--- config.mk ---
export PLATFORM = sky130hd
export DESIGN_NAME = f1_light_timer
export DESIGN_NICKNAME = d
export VERILOG_FILES = /design/src/rtl/f1_light_timer.sv
export SDC_FILE = /design/constraint.sdc
export NUM_CORES = 1
export LEC_CHECK = 0
export BUFFER_PORTS_ARGS = -buffer_cell sky130_fd_sc_hd__buf_2
export CAP_MARGIN = 0
export CORE_MARGIN = 2
export CORE_UTILIZATION = 40
export CTS_CLUSTER_DIAMETER = 200
export DETAILED_ROUTE_END_ITERATION = 7
export GPL_TIMING_DRIVEN = 0
export PLACE_DENSITY = 0.69
export SETUP_SLACK_MARGIN = 0.2
export SLEW_MARGIN = 20
export SYNTH_ARGS = -nofsm -noshare
export SYNTH_HDL_FRONTEND = slang
export SYNTH_SLANG_ARGS = --single-unit
--- constraint.sdc ---
create_clock -name clk -period 6.2 [get_ports clk]
set_clock_uncertainty 0.2 [all_clocks]
set_input_delay 1.24 -clock clk [delete_from_list [all_inputs] [get_ports clk]]
set_output_delay 1.24 -clock clk [all_outputs]
set_load 0.03 [all_outputs]
--- src/rtl/f1_light_timer.sv ---
// Tick generator for the F1 start-lights FSM: fixed-period ticks while the
// lights step on, then a pseudo-random hold of K periods before lights-out.
module f1_light_timer #(
  parameter int         WIDTH = 16,
  parameter logic [6:0] SEED  = 7'd1
) (
  input  logic             clk,
  input  logic             rst,
  input  logic             en,
  input  logic [WIDTH-1:0] n,
  input  logic             cmd_seq,
  input  logic             cmd_delay,
  output logic             tick,
  output logic             time_out,
  output logic [6:0]       delay_k,
  output logic [6:0]       lfsr_out,
  output logic             delay_active
);

  typedef enum logic [1:0] {
    S_IDLE,
    S_SEQ,
    S_DELAY,
    S_DONE
  } state_t;

  localparam logic [WIDTH-1:0] CNT_ONE = {{(WIDTH-1){1'b0}}, 1'b1};

  state_t           state;
  logic [WIDTH-1:0] cnt;
  logic [6:0]       dcnt;
  logic [6:0]       lfsr;

  // x^7 + x^3 + 1; a non-zero seed can never reach the all-zero state.
  function automatic logic [6:0] lfsr_next(input logic [6:0] s);
    return {s[5:0], s[6] ^ s[2]};
  endfunction

  always_ff @(posedge clk) begin
    if (rst) begin
      state    <= S_IDLE;
      cnt      <= n;
      dcnt     <= '0;
      delay_k  <= '0;
      lfsr     <= SEED;
      tick     <= 1'b0;
      time_out <= 1'b0;
    end else begin
      lfsr     <= lfsr_next(lfsr);
      tick     <= 1'b0;
      time_out <= 1'b0;
      if (en) begin
        case (state)
          S_IDLE: begin
            cnt <= n;
            if (cmd_delay) begin
              state   <= S_DELAY;
              dcnt    <= lfsr;
              delay_k <= lfsr;
            end else if (cmd_seq) begin
              state <= S_SEQ;
            end
          end
          S_SEQ: begin
            if (cmd_delay) begin
              state   <= S_DELAY;
              dcnt    <= lfsr;
              delay_k <= lfsr;
              cnt     <= n;
            end else if (!cmd_seq) begin
              state <= S_IDLE;
              cnt   <= n;
            end else if (cnt == '0) begin
              tick <= 1'b1;
              cnt  <= n;
            end else begin
              cnt <= cnt - CNT_ONE;
            end
          end
          S_DELAY: begin
            // FSM dropping cmd_delay early is an abort: no lights-out tick.
            if (!cmd_delay) begin
              state <= S_IDLE;
              cnt   <= n;
            end else if (cnt != '0) begin
              cnt <= cnt - CNT_ONE;
            end else begin
              cnt <= n;
              if (dcnt == 7'd1) begin
                tick     <= 1'b1;
                time_out <= 1'b1;
                state    <= S_DONE;
              end else begin
                dcnt <= dcnt - 7'd1;
              end
            end
          end
          S_DONE: begin
            if (!cmd_delay) begin
              state <= S_IDLE;
              cnt   <= n;
            end
          end
          default: state <= S_IDLE;
        endcase
      end
    end
  end

  assign lfsr_out     = lfsr;
  assign delay_active = (state == S_DELAY);

endmodule

# Word level (Yosys, flattened, before mapping)
# Cells that the tools add are included.
dict set report op_classes {
  div 0
  magnitude_cmp 0
  multipliers 0
  eq_ne 14
  n_reduce_logical 12
  shifts 0
  n_bitwise 3
  addsub 2
  mux 30
}
# cell count
set op_table {}
lappend op_table {{2-to-1 mux 16 bit} 8}
lappend op_table {{one-hot mux 16 bit (4 select lines)} 1}
lappend op_table {{2-to-1 mux 7 bit} 4}
lappend op_table {{logical NOT 16 bit} 1}
lappend op_table {{2-to-1 mux 2 bit} 8}
lappend op_table {{nonzero test 16 bit} 1}
lappend op_table {{subtractor 16 x 1 -> 16 bit (second input constant)} 1}
lappend op_table {{one-hot mux 7 bit (2 select lines)} 1}
lappend op_table {{inequality test 3 bit (second input constant)} 4}
lappend op_table {{AND reduction 6 bit} 2}
lappend op_table {{inequality test 2 bit (second input constant)} 4}
lappend op_table {{one-hot mux 2 bit (4 select lines)} 1}
lappend op_table {{equality test 7 x 1 -> 1 bit (second input constant)} 1}
lappend op_table {{subtractor 7 x 1 -> 7 bit (second input constant)} 1}
lappend op_table {{2-to-1 mux 1 bit} 6}
lappend op_table {{equality test 2 bit (second input constant)} 2}
lappend op_table {{nonzero test 2 bit} 2}
lappend op_table {{OR reduction 2 bit} 2}
lappend op_table {{inequality test 3 x 2 -> 1 bit (second input constant)} 1}
lappend op_table {{AND reduction 3 bit} 1}
lappend op_table {{OR reduction 3 bit} 1}
lappend op_table {{equality test 2 x 1 -> 1 bit (second input constant)} 1}
lappend op_table {{logical NOT 2 bit} 1}
lappend op_table {{inequality test 2 x 1 -> 1 bit (second input constant)} 1}
lappend op_table {{other kinds (4)} 5}
dict set report totals {
  romBits 0
  elab_cells 68
  mem_count 0
  output_inout_bits 17
  reg_bits 41
  ramBits 0
  latchBits 0
  input_bits 21
}

# Logic depth before layout (Yosys ltp)
# Gate-level depths: netlist of the first run.
dict set report logic_depth {
  word_depth 7
  ltp_mapped 9
  mapped_depth_nobuf 7
}

# Least setup slack after synthesis of the first run
# Ideal clock, no wire load.
dict set report synth_timing {
  kind {input-to-reg}
  from {input port cmd_delay}
  to {register cnt[2] (data pin)}
  arrival_ps 2517
  path_buffers 2
  slack_ps 3220
  stages 7
  path_cell_list {clkbuf_1 > inv_1 > a221oi_1 > o31ai_4 > buf_4 > nand2_1 > o21ai_1}
}
dict set report synth_via {
  elab_chain_cells 4
  elab_cells_between_ends 5
}
# element line
set synth_lines {}
lappend synth_lines {{start: declaration} 12} ;# input logic cmd_delay,
lappend synth_lines {{2-to-1 mux 16 bit (on tied branches)} {82, 65}}
lappend synth_lines {{one-hot mux 16 bit (4 select lines) *} 53} ;# case (state)
lappend synth_lines {{2-to-1 mux 16 bit *} 52} ;# if (en) begin
lappend synth_lines {{2-to-1 mux 16 bit *} 40} ;# if (rst) begin
lappend synth_lines {{end signal: assignment} 42} ;# cnt <= n;
lappend synth_lines {{end signal: assignment} 55} ;# cnt <= n;
lappend synth_lines {{end signal: assignment} 84} ;# cnt <= n;
lappend synth_lines {{end: declaration} 30} ;# logic [WIDTH-1:0] cnt;
# Every way passes the cells marked *; elsewhere a longest branch is shown, timed or not. The select of a mux whose other input is x is not followed.
# A chain may end at the register's enable or synchronous reset.

# Worst setup path after layout of the first run
dict set report layout_timing {
  from {input port rst}
  to {register cnt[2] (data pin)}
}
dict set report layout_via {
  elab_chain_cells 1
}
# element line
set layout_lines {}
lappend layout_lines {{start: declaration} 8} ;# input logic rst,
lappend layout_lines {{2-to-1 mux 16 bit} 40}
lappend layout_lines {{end signal: assignment} 42}
lappend layout_lines {{end signal: assignment} 55}
lappend layout_lines {{end signal: assignment} 69} ;# cnt <= n;
# No other way between the ends.

==> results of run 1 <==
==> flip-flops by register name (all words and copies together), names as in the netlist <==
signal / flops
cnt: 16
dcnt: 7
delay_k: 7
lfsr_out: 7
state: 2
tick: 1
time_out: 1
==> layer usage <==
metal	vias up	wire length [um]
li1	1025	-
met1	925	2580
met2	44	2340
met3	6	250
met4	0	65
met5	-	0
==> power groups by stage <==
stage	combinational, mW	sequential, mW	clock, mW
floorplan	0.0846	0.329	0
global placement	0.116	0.328	0
global route	0.133	0.326	0.214
detailed placement	0.117	0.329	0
CTS	0.118	0.323	0.203
finish	0.118	0.323	0.196
==> cell families (layout without fill, tap and decap cells) <==
| kind of cell | Yosys count | in the layout |
|---|---|---|
| multiplexers | 9 | 9 |
| buffers and inverters | 23 | 66 |
| AO/OA/AOI/OAI | 63 | 63 |
| AND/OR/NAND/NOR | 100 | 100 |
| XOR/XNOR | 12 | 12 |
| adder cells (fa/ha/maj) | 9 | 9 |
| flip-flops | 41 | 41 |
==> worst min-delay path by stage <==
stage,startpoint,end,slack [ns],depth (start not counted)
after floorplan,dcnt[5],dcnt[5],0.27,2
after global placement,delay_k[2],delay_k[2],0.27,2
after detailed placement,delay_k[6],delay_k[6],0.28,2
after CTS,delay_k[6],delay_k[6],0.30,2
after global routing,lfsr_out[1],lfsr_out[2],0.33,1
final,delay_k[3],delay_k[3],0.30,2
==> layout make-up <==
type / count / area (um2) / area share [%]
inverter: 11 / 41.3 / 1.51
sequential: 41 / 981 / 35.8
clock inverter: 1 / 5.00 / 0.182
timing repair buffer: 35 / 175 / 6.39
multi-input combinational: 193 / 1290 / 47.1
tap: 75 / 93.8 / 3.42
clock buffer: 7 / 97.6 / 3.56
buffer: 12 / 57.6 / 2.10
==> Yosys cell counts (2+ instances only) <==
master    instances
dfxtp_1          25
nand2_1          25
nor2_1           19
edfxtp_1         16
o21ai_0          13
inv_1            11
o21ai_1          11
ha_1              9
mux2i_1           9
nor2b_1           9
xnor2_1           9
clkbuf_1          8
a21oi_1           7
nand3_1           7
nor3_1            6
a211oi_1          5
nand2b_1          5
a21o_1            4
a221oi_1          4
a31oi_1           4
nand4_1           4
nor4_1            4
a211o_1           3
xor2_1            3
and2_1            2
and4b_1           2
nand3b_1          2
o32ai_1           2
or3_1             2
or4_1             2
or4_4             2
==> worst min-delay path: stages, from the launching register on <==
cell,delay (ns)
dfxtp_1,0.33
mux2i_1,0.07
nor2_1,0.07
==> impl_results.md, run 1 <==
- CP Depth: 7
- Slew Limit Headroom: 41.0%
- LEAKAGE: around 1.1 nW
- Family with the most delay on the worst path: compound AO/OA/AOI/OAI gates
- Post-CTS Setup Inserts: 0
- Max-slew violations: 0
- Dpl ws: between 2 and 3 ns
- Total power: 0.637 mW
- Clock transition at path regs: roughly 0.080 ns
- Final hold violations: 0
- Critical path capture point: cnt[2]
- Total of max-cap violations: 0
- Post-DRT Antenna Nets: 0
- Number of global-route vias before repair: ~1,900
- Largest family of logic cells by synthesized area: simple AND/OR/NAND/NOR gates
- Crit path largest cell delay: 0.57 ns
- Post-Route Utilization: a little under half
- First-pass GRT wire length: 8880 um
- Adder-cell share of the synthesized area: 4.75%
- Complex-gate fraction of the synthesized area: 17.9%
- Clock Tree Buf Depth: 2
- Achievable Freq: ~330 MHz
- Dpl cells: 367
- DRT Pass-1 Iters: 4
- Clk_lat worst skew: roughly 0.3 ns
- Design Area, Final: 2740 um2
- Yosys Warn Count: 0
- Overflow after GRT: 0
- Worst-Margin Slew: 0.881 ns
- Total CTS buffers: 5
- Clock power frac: a little under a third
- Net Switching: approximately 0.18 mW
- CP max-delay cell: a221oi_1
- Setup ws final: 3.18 ns
- Req. time, crit path: 6.04 ns
- Fin crit period: 3.02 ns
- Simple-Gate Fraction of Synth Area: approximately a quarter
- CTS Hold Bufs: 0
- Resized cells post-CTS: 0
- Area grow syn2layout: 15.7%
- Commonest non-fill, non-tap cells in the layout: buf_2, nand2_1, dfxtp_1
- Worst vdd ir: 142 uV
- Core area: 5820 um2
- Top cells by area, synth: dfxtp_1, edfxtp_1, ha_1
- Synth area leader: dfxtp_1
- Net count, final: 329
- Crit path max fanout: 10
- GRT met1 Usage: ~23%
- Synth Flop Type: dfxtp_1
- Crit share post-route: 48.6%
- Final cell count without fillers: 375
- RSZ-0062 raised after global routing: false
- Ys async rst share: 0%
- WP data arrival: 2.85 ns
- Status: complete, no violations
- Global route hottest layer: met2
- R2r setup slk: 3.48 ns
- Filler cell count in the final layout: 585
- Worst-path cell chain: clkbuf_1 -> nand2b_1 -> a221oi_1 -> o31ai_4 -> buf_4 -> nand2_1 -> o21ai_1
- Placer congestion estimate: 0.847
- Wire length per cell: 14.0 um
- Iter 0 DRT Violations: 85
- Initial antenna violation count: 0
- Rows: 28
- Setup CP Type: in2reg
- Placed cell area: about 2600 um2
- Share of the synthesized area in the top cell type: approximately a fifth
- Synth Area in XOR/XNOR: 4.43%
- Reg-to-Reg End: cnt[7]
- GRT Total Usage: 17.5%
- CP Buf/Inv Count: 2
- Synthesized flop and latch total: 41
- Hold WC Path Type: reg2reg
- Avg Synthesized Cell Area: slightly above 9 um2
- Worst reg2reg path depth: 6
- Hold Slack: 0.297 ns
- Library cells used by synthesis: 54
- Sequential Power Share: 50.8%
- Via count: roughly 2,000
- CTS tree: yes
- PD cells: 232 nW/um2
- Ant diodes: 0
- Cell-internal power: 0.454 mW
- Most common cell after layout, fill and taps aside: buf_2
- TritonCTS Sinks: 41
- Share of layout cells above drive strength 1: between 10% and 20%
- Largest net degree at the start of global routing: 17
- Clock root cell: clkbuf_8
- Cells after Synth: 257
- Routed WL: ~5200 um
- Setup TNS: 0 ns
- Synth Cell Area: roughly 2400 um2
- Met2 GRT Util: 28.8%
- Die height: 81.0 um
- EDFF count, synth: 16
- Switching Share: 28.7%
- Die area: 6560 um2
- Die W: 81.0 um
- I/O Buffers: 35
- FF-to-FF Start: cnt[10]
- Top Ports: 38
- Register area share after synthesis: 41.4%
- Final setup vio count: 0
- Mux cell area share after synthesis: 3.80%
- Combinational power share: between 10% and 20%
- Setup crit end kind: flip-flop
- DP Wirelength: 3800 um
- Startpoint Class: primary input
- CTS HTree Levels: 2
- Initial core utilization: about two fifths
- Grt met3 use: between 4 and 5%
- Syn Nets: 287
- DRC viols: 0
- Worst Setup SP: rst
- Vias/cell: 5.33
No activity file was read; power rests on OpenSTA's default activity.
==> run 2, diff against run 1 <==
==> constraint.sdc (replaced) <==
create_clock -name clk -period 3.1 [get_ports clk]
set_clock_uncertainty 0.2 [all_clocks]
set_input_delay 0.62 -clock clk [delete_from_list [all_inputs] [get_ports clk]]
set_output_delay 0.62 -clock clk [all_outputs]
set_load 0.03 [all_outputs]
==> run 2 against run 1 <==
Net effect:
- clock power up 99%
- core utilization hardly changed
- first-iteration DRC count down 9.4%
- combinational power rose by 100%
- highest routed layer unchanged
- hold slack stayed put
- worst setup slack worse by 2.8 ns
- total power is 100% higher
- register-to-register slack lost 3.1 ns
- final cell count is the same
- largest cell class unchanged
==> impl_results.md, run 2 (synthesis gave the netlist of run 1 again) <==
- Resized cells post-CTS: 0
- CTS Hold Bufs: 0
- Post-CTS Setup Inserts: 0
- Total CTS buffers: 5
- Total of max-cap violations: 0
- Status: complete, no violations
- Area grow syn2layout: 15.7%
- Overflow after GRT: 0
- Largest Register: cnt
- LEAKAGE: 1.07 nW
- Design Area, Final: about 2700 um2
- Net count, final: 329
- DP Wirelength: around 3800 um
- Ant diodes: 0
- Final hold violations: 0
- Number of global-route vias before repair: 1,936
- PD cells: around 460 nW/um2
- Post-DRT Antenna Nets: 0
- Hold Slack: 0.297 ns
- GRT Total Usage: 17.5%
- Max reg flops: 16
- Initial antenna violation count: 0
- Die area: 6560 um2
- Commonest non-fill, non-tap cells in the layout: buf_2, nand2_1, dfxtp_1
- Filler cell count in the final layout: just under 600
- DRC viols: 0
- Total power: around 1.3 mW
- Die height: around 81 um
- Fin crit period: 2.73 ns
- Iter 0 DRT Violations: 77
- Slew Limit Headroom: approximately two fifths
- Hold WC Path Type: reg2reg
- Setup CP Type: reg2reg
- I/O Buffers: 35
- Rows: 28
- Clock transition at path regs: 0.08 ns
- Placer congestion estimate: about 0.85
- Largest net degree at the start of global routing: 17
- Core area: 5820 um2
- Final setup vio count: 0
- RSZ-0062 raised after global routing: false
- Wire length per cell: 13.9 um
- Die W: 81.0 um
- Crit path max fanout: 10
- Req. time, crit path: about 3 ns
- WP data arrival: 2.58 ns
- First-pass GRT wire length: 8880 um
- Worst vdd ir: 285 uV
- Startpoint Class: flip-flop
- Setup crit end kind: flip-flop
- Worst-Margin Slew: 0.881 ns
- Routed WL: 5230 um
- DRT Pass-1 Iters: 4
- TritonCTS Sinks: 41
- Placed cell area: 2640 um2
- CTS tree: yes
- Crit share post-route: between 80 and 90%
- Sequential cell area: approximately 980 um2
- Top Ports: 38
- Clock root cell: clkbuf_8
- Vias/cell: 5.34
- Via count: 2,002
- Achievable Freq: 367 MHz
- Setup TNS: 0 ns
- Clock Tree Buf Depth: 2
- Initial core utilization: 40.8%
- Most common cell after layout, fill and taps aside: buf_2
- Area occupied by multi-input gates: 1290 um2
- Max-slew violations: 0
- CTS HTree Levels: 2
- Share of layout cells above drive strength 1: 19.0%
- Clk_lat worst skew: 0.30 ns
==> run 2: changes by cell type in the layout (fill, tap and decap cells not counted) <==
cell      change
clkbuf_1      -1
clkbuf_2      +1
==> run 2: through the flow <==
step           utilization [%]  std cells  setup slack, ns
5_1_grt                   47.2        375            0.284
2_1_floorplan                -        257            0.663
6_report                  47.2        375            0.374
4_1_cts                   47.2        375            0.368
3_3_place_gp              45.4        367            0.398
3_5_place_dp              45.4        367            0.382
==> run 2: worst paths after layout <==
path / from / to / slack (ns) / depth (start not counted)
max: cnt[11] / cnt[7] / 0.37 / 6
max reg2reg: cnt[11] / cnt[7] / 0.37 / 6
min: delay_k[3] / delay_k[3] / 0.30 / 2
min reg2reg: delay_k[3] / delay_k[3] / 0.30 / 2
==> run 2: worst max-delay path, cell delays in order (launching register included) <==
cell and delay, ns:
edfxtp_1 0.45, or4_4 0.57, or3_1 0.38, buf_6 0.16, o21ai_2 0.31, clkbuf_2 0.29, o21ai_1 0.11
==> run 2: cell type report <==
class	instances	area share, %
clock buffer	7	3.56
buffer	12	2.14
multi-input combinational	193	47.1
inverter	11	1.50
timing repair buffer	35	6.38
sequential	41	35.8
clock inverter	1	0.182
tap	75	3.42
==> run 2: layer usage <==
metal / share of wire [%] / wire length [um] / vias up / track usage (%)
met1: 49 / 2570 / 926 / 22.6
met5: 0 / 0 / - / 0
met3: 4.8 / 251 / 6 / 4.44
li1: - / - / 1026 / -
met4: 1.2 / 65 / 0 / 5.08
met2: 45 / 2340 / 44 / 28.8
==> run 2: power by group <==
part | switching (mW) | leakage [nW] | internal [mW]
logic | 0.139 | 0.649 | 0.0973
clock network | 0.185 | 0.0534 | 0.207
registers | 0.0427 | 0.369 | 0.604
==> run 3, diff against run 2 <==
--- a/config.mk
+++ b/config.mk
@@ -5,12 +5,13 @@
 export SDC_FILE = /design/constraint.sdc
 export NUM_CORES = 1
 export LEC_CHECK = 0
-export BUFFER_PORTS_ARGS = -buffer_cell sky130_fd_sc_hd__buf_2
+export BUFFER_PORTS_ARGS = -buffer_cell sky130_fd_sc_hd__buf_4
 export CAP_MARGIN = 0
 export CORE_MARGIN = 2
 export CORE_UTILIZATION = 40
 export CTS_CLUSTER_DIAMETER = 200
 export DETAILED_ROUTE_END_ITERATION = 7
+export GPL_ROUTABILITY_DRIVEN = 1
 export GPL_TIMING_DRIVEN = 0
 export PLACE_DENSITY = 0.69
 export SETUP_SLACK_MARGIN = 0.2
==> run 3 against run 2 <==
Net effect:
- clock power increased by 23%
- global-route usage up 0.41 points
- sequential share of layout area fell by 1.4 points
- critical path depth unchanged
- largest cell class unchanged
==> impl_results.md, run 3 (synthesis gave the netlist of run 1 again) <==
- Status: complete, no violations
- TritonCTS Sinks: 41
- Core area: just under 6000 um2
- Via count: 2,023
- FF-to-FF Start: cnt[11]
- RSZ-0062 raised after global routing: false
- Dpl cells: 367
- Iter 0 DRT Violations: a little under 80
- Largest net degree at the start of global routing: 17
- Overflow after GRT: 0
- Crit path max fanout: 10
- Die W: 81.0 um
- Post-CTS Setup Inserts: 0
- Worst-Margin Slew: 0.926 ns
- Total power: roughly 1.4 mW
- GRT Total Usage: approximately 18%
- Met2 GRT Util: 30.5%
- Rows: 28
- Largest Register: cnt
- Total CTS buffers: 5
- CTS tree: yes
- Global route hottest layer: met2
- LEAKAGE: 1.10 nW
- Routed WL: 5470 um
- Most common cell after layout, fill and taps aside: buf_4
- Setup TNS: 0 ns
- Ant diodes: 0
- Area occupied by multi-input gates: 1290 um2
- Startpoint Class: flip-flop
- Post-DRT Antenna Nets: 0
- Die height: around 80 um
- Setup ws final: 0.367 ns
- CTS HTree Levels: 2
- Achievable Freq: 366 MHz
- Setup CP Type: reg2reg
- Worst Setup SP: cnt[11]
- Die area: 6560 um2
- Final setup vio count: 0
- Req. time, crit path: 2.95 ns
- DP Wirelength: between 3000 and 4000 um
- GRT met1 Usage: around 23%
- Final cell count without fillers: 375
- Net count, final: 329
- Clock Tree Buf Depth: 2
- Clk_lat worst skew: 0.30 ns
- CTS Hold Bufs: 0
- Fin crit period: 2.73 ns
- WP data arrival: 2.58 ns
- PD cells: 481 nW/um2
- Top Ports: 38
- Number of global-route vias before repair: 1,993
- Setup crit end kind: flip-flop
- Area grow syn2layout: 20.5%
- Vias/cell: 5.39
- Slew Limit Headroom: roughly 38%
- Hold path start: delay_k[2]
- Worst vdd ir: 281 uV
- R2r setup slk: 0.37 ns
- Crit share post-route: around nine tenths
- Clock root cell: clkbuf_8
- I/O Buffers: 35
- Sequential cell area: 981 um2
- Hold WC Path Type: reg2reg
- Share of layout cells above drive strength 1: 19.0%
- Initial antenna violation count: 0
- Max reg flops: 16
- Commonest non-fill, non-tap cells in the layout: buf_4, nand2_1, dfxtp_1
- Final hold violations: 0
- Clock transition at path regs: 0.08 ns
- Dpl ws: 0.334 ns
- First-pass GRT wire length: around 9100 um
- Filler cell count in the final layout: 598
- DRC viols: 0
- Resized cells post-CTS: 0
- Grt met3 use: 3.89%
- Placer congestion estimate: 0.852
- DRT Pass-1 Iters: 5
- Total of max-cap violations: 0
- Max-slew violations: 0
- Wire length per cell: 14.6 um
- Initial core utilization: 40.8%
==> run 3: cell count changes in the layout (fill, tap and decap cells not counted) <==
cell,change
clkbuf_2,-1
buf_2,-35
buf_4,+35
bufinv_16,+1
==> run 3: path summary, 6_finish.rpt <==
path,cells past startpoint,endpoint
setup reg to reg,6,cnt[7]
setup / recovery,6,cnt[7]
hold reg to reg,2,delay_k[2]
hold / removal,2,delay_k[2]
==> run 3: layout make-up <==
class,instances,share of cell area [%]
multi-input cells,193,45.2
flip-flops and latches,41,34.3
clock buffers,6,3.29
clock inverters,2,1.23
well taps,75,3.29
plain buffers,12,2.01
inverters,11,1.45
repair buffers,35,9.20
==> run 3: worst max-delay path, stage by stage (launching register included) <==
cell,delay [ns]
edfxtp_1,0.45
or4_4,0.57
or3_1,0.38
buf_6,0.16
o21ai_2,0.32
clkbuf_2,0.29
o21ai_1,0.11
==> run 3: report_power, final <==
part           internal, mW  leakage, nW  switching [mW]  total (mW)
Clock                 0.288       0.0663           0.193       0.480
Sequential            0.604        0.369          0.0430       0.646
Combinational         0.107        0.663           0.141       0.248
Total                 0.998         1.10           0.377        1.38
==> run 3: metal layers <==
metal	vias to the layer above	wire length, um
li1	1026	-
met1	933	2550
met2	54	2570
met3	10	272
met4	0	70
met5	-	0
==> run 3: through the flow <==
stage | instance area (um2) | hold WS (ns) | utilization (%)
2_1_floorplan | 2370 | 0.267 | -
3_3_place_gp | 2730 | 0.281 | 46.9
3_5_place_dp | 2730 | 0.291 | 46.9
4_1_cts | 2860 | 0.312 | 49.1
5_1_grt | 2860 | 0.333 | 49.1
6_report | 2860 | 0.305 | 49.1
